[config.mk]
export PLATFORM = sky130hd
export DESIGN_NAME = sin_nco_seq
export DESIGN_NICKNAME = d
export VERILOG_FILES = /design/src/rtl/sin_nco_seq_pkg.sv /design/src/rtl/nco_phase_acc.sv /design/src/rtl/sin_nco_seq.sv
export SDC_FILE = /design/constraint.sdc
export NUM_CORES = 1
export LEC_CHECK = 0
export CORE_MARGIN = 10
export CORE_UTILIZATION = 51
export CTS_CLUSTER_DIAMETER = 30
export DETAILED_ROUTE_END_ITERATION = 12
export GPL_TIMING_DRIVEN = 1
export PLACE_DENSITY = 0.77
export SYNTH_ARGS = -nofsm -noshare
export SYNTH_HDL_FRONTEND = slang
export SYNTH_SLANG_ARGS = --single-unit
[constraint.sdc]
create_clock -name nco_clk -period 4.2 [get_ports nco_clk]
set_input_delay 0.63 -clock nco_clk [delete_from_list [all_inputs] [get_ports nco_clk]]
set_output_delay 0.63 -clock nco_clk [all_outputs]
set_load 0.02 [all_outputs]
[src/rtl/sin_nco_seq_pkg.sv]
// Shared definitions for the dual-channel sine NCO sequencer: FSM encoding and
// default widths/offsets.
package sin_nco_seq_pkg;

  typedef enum logic [1:0] {
    ST_IDLE  = 2'd0,
    ST_RD_A  = 2'd1,
    ST_RD_B  = 2'd2,
    ST_CAP_B = 2'd3
  } nco_state_e;

  localparam int NCO_SINBITS       = 16;
  localparam int NCO_SINSAMPLEBITS = 8;
  localparam int NCO_PHASEBITS     = 24;
  localparam logic [NCO_PHASEBITS-1:0] NCO_B_OFFSET = 24'h400000;

endpackage

[src/rtl/nco_phase_acc.sv]
// Unsigned phase accumulator wrapping modulo 2^W, with a synchronous load of
// clr_val that takes priority over accumulation.
module nco_phase_acc #(
  parameter int          W       = 24,
  parameter logic [W-1:0] RST_VAL = '0
) (
  input  logic         clk,
  input  logic         rst,
  input  logic         clr,
  input  logic [W-1:0] clr_val,
  input  logic         en,
  input  logic [W-1:0] ftw,
  output logic [W-1:0] acc
);

  logic [W-1:0] acc_q, acc_d;

  always_comb begin
    acc_d = acc_q;
    if (clr) begin
      acc_d = clr_val;
    end else if (en) begin
      acc_d = acc_q + ftw;
    end
  end

  always_ff @(posedge clk or posedge rst) begin
    if (rst) begin
      acc_q <= RST_VAL;
    end else begin
      acc_q <= acc_d;
    end
  end

  assign acc = acc_q;

endmodule

[src/rtl/sin_nco_seq.sv]
// Dual-channel NCO sequencer: one shared single-port sine BRAM is read for
// channel A then channel B per accepted sample_tick, then both phases advance.
module sin_nco_seq
  import sin_nco_seq_pkg::*;
#(
  parameter int SINBITS       = NCO_SINBITS,
  parameter int SINSAMPLEBITS = NCO_SINSAMPLEBITS,
  parameter int PHASEBITS     = NCO_PHASEBITS,
  parameter logic [PHASEBITS-1:0] B_OFFSET = NCO_B_OFFSET
) (
  input  logic                     nco_clk,
  input  logic                     nco_rst,
  input  logic                     sample_tick,
  input  logic                     phase_clr,
  input  logic                     ftw_we,
  input  logic                     ftw_sel,
  input  logic [PHASEBITS-1:0]     ftw_data,
  output logic                     bram_ce,
  output logic [SINSAMPLEBITS-1:0] bram_addr,
  input  logic [SINBITS-1:0]       bram_data,
  output logic [SINBITS-1:0]       sin_a,
  output logic [SINBITS-1:0]       sin_b,
  output logic                     sample_valid,
  output logic                     busy,
  output logic                     overrun,
  output logic [1:0]               dbg_state
);

  // Handshake: sample_tick is a single-cycle request taken only in ST_IDLE;
  // there is no ready, so a tick in any other state is dropped and flagged
  // in the sticky overrun bit. sample_valid is a one-cycle result strobe.

  nco_state_e state_q, state_d;
  logic                     bram_ce_q, bram_ce_d;
  logic [SINSAMPLEBITS-1:0] bram_addr_q, bram_addr_d;
  logic [SINBITS-1:0]       sin_a_q, sin_a_d;
  logic [SINBITS-1:0]       sin_b_q, sin_b_d;
  logic                     valid_q, valid_d;
  logic                     busy_q, busy_d;
  logic                     overrun_q, overrun_d;
  logic [PHASEBITS-1:0]     ftw_a_q, ftw_a_d;
  logic [PHASEBITS-1:0]     ftw_b_q, ftw_b_d;
  logic [PHASEBITS-1:0]     acc_a, acc_b;
  logic                     acc_en;

  always_comb begin
    state_d     = state_q;
    bram_ce_d   = bram_ce_q;
    bram_addr_d = bram_addr_q;
    sin_a_d     = sin_a_q;
    sin_b_d     = sin_b_q;
    valid_d     = 1'b0;
    busy_d      = busy_q;
    overrun_d   = overrun_q;
    ftw_a_d     = ftw_a_q;
    ftw_b_d     = ftw_b_q;
    acc_en      = 1'b0;

    if (phase_clr) begin
      // Abort without a valid pulse; samples and tuning words are kept.
      state_d   = ST_IDLE;
      bram_ce_d = 1'b0;
      busy_d    = 1'b0;
      overrun_d = 1'b0;
    end else begin
      if (ftw_we) begin
        if (ftw_sel) ftw_b_d = ftw_data;
        else         ftw_a_d = ftw_data;
      end
      if (sample_tick && (state_q != ST_IDLE)) begin
        overrun_d = 1'b1;
      end
      case (state_q)
        ST_IDLE: begin
          if (sample_tick) begin
            bram_ce_d   = 1'b1;
            bram_addr_d = acc_a[PHASEBITS-1 -: SINSAMPLEBITS];
            busy_d      = 1'b1;
            state_d     = ST_RD_A;
          end
        end
        ST_RD_A: begin
          bram_addr_d = acc_b[PHASEBITS-1 -: SINSAMPLEBITS];
          state_d     = ST_RD_B;
        end
        ST_RD_B: begin
          sin_a_d   = bram_data;
          bram_ce_d = 1'b0;
          state_d   = ST_CAP_B;
        end
        ST_CAP_B: begin
          sin_b_d = bram_data;
          valid_d = 1'b1;
          acc_en  = 1'b1;
          busy_d  = 1'b0;
          state_d = ST_IDLE;
        end
        default: state_d = ST_IDLE;
      endcase
    end
  end

  always_ff @(posedge nco_clk or posedge nco_rst) begin
    if (nco_rst) begin
      state_q     <= ST_IDLE;
      bram_ce_q   <= 1'b0;
      bram_addr_q <= '0;
      sin_a_q     <= '0;
      sin_b_q     <= '0;
      valid_q     <= 1'b0;
      busy_q      <= 1'b0;
      overrun_q   <= 1'b0;
      ftw_a_q     <= '0;
      ftw_b_q     <= '0;
    end else begin
      state_q     <= state_d;
      bram_ce_q   <= bram_ce_d;
      bram_addr_q <= bram_addr_d;
      sin_a_q     <= sin_a_d;
      sin_b_q     <= sin_b_d;
      valid_q     <= valid_d;
      busy_q      <= busy_d;
      overrun_q   <= overrun_d;
      ftw_a_q     <= ftw_a_d;
      ftw_b_q     <= ftw_b_d;
    end
  end

  // Accumulators see the registered tuning words, so a write landing on the
  // advance edge only affects the following sample.
  nco_phase_acc #(.W(PHASEBITS), .RST_VAL('0)) u_acc_a (
    .clk     (nco_clk),
    .rst     (nco_rst),
    .clr     (phase_clr),
    .clr_val ('0),
    .en      (acc_en),
    .ftw     (ftw_a_q),
    .acc     (acc_a)
  );

  nco_phase_acc #(.W(PHASEBITS), .RST_VAL(B_OFFSET)) u_acc_b (
    .clk     (nco_clk),
    .rst     (nco_rst),
    .clr     (phase_clr),
    .clr_val (B_OFFSET),
    .en      (acc_en),
    .ftw     (ftw_b_q),
    .acc     (acc_b)
  );

  assign bram_ce      = bram_ce_q;
  assign bram_addr    = bram_addr_q;
  assign sin_a        = sin_a_q;
  assign sin_b        = sin_b_q;
  assign sample_valid = valid_q;
  assign busy         = busy_q;
  assign overrun      = overrun_q;
  assign dbg_state    = state_q;

endmodule

==> results.py <==
metrics = {
    "run_status": {
        "outcome": "complete, no violations",
    },
    "min_path": {
        "worstHoldPathType": "reg -> reg",
    },
    "synthesis": {
        "ys_warn_count": 0,
        "ys_types": 71,
        "synth.top_cell.area_share": 0.449,
        "synth_edf_count": 0,
        "ys_async_sr_fraction": 1.00,
        "synth_area_leaders": "dfrtp_1 45%, mux2_2 9.2%, ha_1 8.0%, mux2i_1 4.5%, nand2_1 3.3%",
        "syn_area_um2": 7860,
        "synthCells": 736,
        "synth-main-ff-cell": "dfrtp_1",
        "ys_seq_elements": 142,
        "syn_avg_cell_area_um2": 10.7,
        "yosys.area.top_type": "dfrtp_1",
        "synth_fp_nets": 834,
        "yosysSeqAreaShare": 0.452,
    },
    "route": {
        "drc": 0,
        "vias_per_cell": 5.69,
        "drtIter0Drc": 247,
        "routed_wl_um": 18500,
        "drt-pass1-iter-count": 5,
        "vias": 5821,
        "ant_nets": 0,
        "wire_per_inst_um": 18.1,
    },
    "power_and_ir_drop": {
        "p_int_mw": 3.69,
        "ir_drop_v": 0.000286,
        "p_switching_mw": 1.83,
        "p_comb_frac": 0.364,
        "p_seq_frac": 0.349,
        "p_per_area_nw_per_um2": 575,
        "switching_share": 0.331,
        "p_leak_nw": 4.33,
        "clkPwrFrac": 0.286,
    },
    "placement": {
        "dp_cells": 993,
        "routabilityCongestion": 0.892,
        "dp_hpwl_um": 13100,
        "port_buffers": 91,
    },
    "job": {
        "drv_cap": 0,
    },
    "finish": {
        "multiInputGateArea_um2": 4130,
        "antenna_cells": 0,
        "nets": 922,
        "layout.cells.non_filler": 1023,
        "drive_gt1_frac": 0.144,
        "final-seq-area_um2": 3550,
        "fill_cells": 1157,
        "area_delta_synth_final_pct": 22.1,
    },
    "critical_path": {
        "crit_arrival_ns": 3.28,
        "cp.required_ns": 4.53,
        "cpMaxStageDelayCell": "fa_1",
        "crit_path_start_kind": "register",
        "worstSetupPathType": "reg -> reg",
        "path_cells": "ha_1 -> fa_1 -> a21o_1 -> a221oi_4 -> a31oi_4 -> a311oi_4 -> o311ai_2 -> a21o_1 -> a211o_1 -> o221ai_1",
        "critPathMostFrequentCell": "a21o_1",
        "cp_max_fo": 3,
        "critPathCaptureType": "register",
        "crit_path_max_incr_delay_ns": 0.41,
    },
    "floorplanning": {
        "fp-row-count": 45,
        "fp.dieW_um": 144,
        "die_h_um": 144,
        "dieArea_um2": 20800,
        "start_util": 0.519,
        "core_um2": 15100,
        "pin_count": 92,
    },
    "timing": {
        "finalSetupViolations": 0,
        "hold_viol_final": 0,
        "rsz0062_at_grt": "no",
        "maxSlewHeadroom": 0.321,
        "fin_crit_sh": 0.703,
        "fmax_ghz": 0.339,
        "period_needed_ns": 2.95,
        "finalMaxSlewViolations": 0,
        "tightest_slew_ns": 1.02,
        "finalClockSkew_ns": 0.0105,
        "setup_tns_ns": 0,
    },
    "global_route": {
        "overflow": 0,
        "grt_pass1_wl_um": 31000,
        "grt_antenna_before_repair": 0,
        "grt_pass1_vias": 6244,
        "grt_max_degree": 65,
        "grtUsageTotal": 0.186,
    },
    "cts": {
        "numCtsBuffers": 17,
        "clock_path_buffers": 2,
        "cts_tree": "built",
        "postCtsHoldBufs": 0,
        "clk_pin_slew_ns": 0.06,
        "clockRootBuffer": "clkbuf_16",
        "postCtsSetupBuffers": 0,
        "insertion_delay_ns": 0.42,
        "ctsResizeCount": 0,
        "htreeDepth": 4,
        "cts.sinks": 142,
    },
}
[stage by stage]
| stage | hold WS (ns) | area, µm² | worst slack (ns) | total power, mW | util |
|---|---|---|---|---|---|
| 2_1_floorplan | 0.484 | 7860 | 1.48 | 3.19 | - |
| 3_5_place_dp | 0.462 | 8980 | 1.27 | 3.96 | 0.593 |
| 6_report | 0.477 | 9590 | 1.25 | 5.52 | 0.633 |
| 3_3_place_gp | 0.460 | 8980 | 1.30 | 3.88 | 0.593 |
| 5_1_grt | 0.503 | 9590 | 1.08 | 5.82 | 0.633 |
| 4_1_cts | 0.480 | 9590 | 1.25 | 5.55 | 0.633 |
[cells by family (layout without fill, tap and decap cells)]
| group | count (synthesis) | in the layout | synth area share |
|---|---|---|---|
| mux | 100 | 100 | 0.138 |
| flops | 142 | 142 | 0.452 |
| compound gates | 149 | 149 | 0.139 |
| buf+inv | 48 | 147 | 0.0229 |
| simple gates | 210 | 210 | 0.125 |
| xor+xnor | 35 | 35 | 0.0390 |
| fa+ha+maj | 52 | 52 | 0.0847 |
[worst max-delay path, delay by kind of cell (launching register included)]
family          cells  cell delay, ns
compound gates      8            1.85
fa+ha+maj           2            0.64
flops               1            0.39
[final timing paths]
kind | startpoint | to | slack [ns] | cells after the start
max | ftw_b_q[0] | u_acc_b.acc[20] | 1.25 | 10
min | sin_b[7] | sin_b[7] | 0.48 | 2
max reg2reg | ftw_b_q[0] | u_acc_b.acc[20] | 1.25 | 10
min reg2reg | sin_b[7] | sin_b[7] | 0.48 | 2
max in group asynchronous | nco_rst | ftw_b_q[5] | 2.66 | 3
min in group asynchronous | nco_rst | dbg_state[0] | 0.77 | 2
[synth_stat cells, types with 3 or more instances]
master and number:
a21o_1 22, nand3b_1 6, mux2_2 64, nand2b_1 14, inv_1 19, nor2b_1 5
nor3_1 5, nand3_1 11, o21ai_0 18, dfrtp_1 141, o311ai_0 3, or3_1 4
a211o_1 3, xnor2_1 26, mux2i_1 35, clkbuf_1 26, nor3b_1 3, o21a_1 4
a211oi_1 4, o211ai_1 4, nor2_1 69, buf_1 3, nand4_1 6, nand2_1 69
o21bai_1 4, ha_1 50, o31ai_1 3, o22ai_1 8, and3_1 3, a21oi_1 47
xor2_1 9, a31oi_1 3
[area by class of cell]
cell class / instances / share of cell area
Multi-Input combinational cell: 546 / 0.431
Clock inverter: 7 / 0.0141
Tap cell: 188 / 0.0245
Inverter: 19 / 0.00783
Sequential cell: 142 / 0.371
Timing Repair Buffer: 98 / 0.103
Clock buffer: 23 / 0.0498
[sequential cells by signal, summed over array words and instances, names as in the netlist]
register and flops:
sin_b 16, dbg_state 2, sample_valid 1, ftw_b_q 24, overrun 1, u_acc_b.acc 24
bram_ce 1, sin_a 16, bram_addr 8, busy 1, u_acc_a.acc 24, ftw_a_q 24
[power groups by stage]
stage	Sequential, mW	Combinational [mW]	Clock (mW)
6_report	1.93	2.01	1.58
5_1_grt	1.97	2.19	1.66
4_1_cts	1.93	2.03	1.60
3_5_place_dp	1.95	2.01	0
3_3_place_gp	1.93	1.95	0
2_1_floorplan	2.16	1.03	0
[layout by cell type, fill, tap and decap left out, types with 3 or more instances in the layout]
master	Yosys	routed
a211o_1	3	3
a211oi_1	4	4
a21o_1	22	22
a21oi_1	47	47
a31oi_1	3	3
and3_1	3	3
buf_4	0	5
bufinv_16	0	4
clkbuf_1	26	3
clkbuf_16	0	17
clkbuf_8	0	3
clkdlybuf4s50_1	0	90
clkinv_2	0	3
dfrtp_1	141	141
ha_1	50	49
inv_1	19	18
mux2_2	64	64
mux2i_1	35	35
nand2_1	69	69
nand2b_1	14	14
nand3_1	11	11
nand3b_1	6	6
nand4_1	6	6
nor2_1	69	69
nor2b_1	5	5
nor3_1	5	5
o211ai_1	4	4
o21a_1	4	4
o21ai_0	18	18
o21bai_1	4	4
o22ai_1	8	8
o311ai_0	3	3
o31ai_1	3	3
or3_1	4	4
xnor2_1	26	26
xor2_1	9	9
[per-layer routing]
metal	routed length (µm)	GRT usage	up-vias
li1	-	-	2817
met1	7880	0.223	2844
met2	9390	0.318	125
met3	780	0.0371	35
met4	447	0.0785	0
met5	0	0	-
Power figures use the tool's default switching activity.
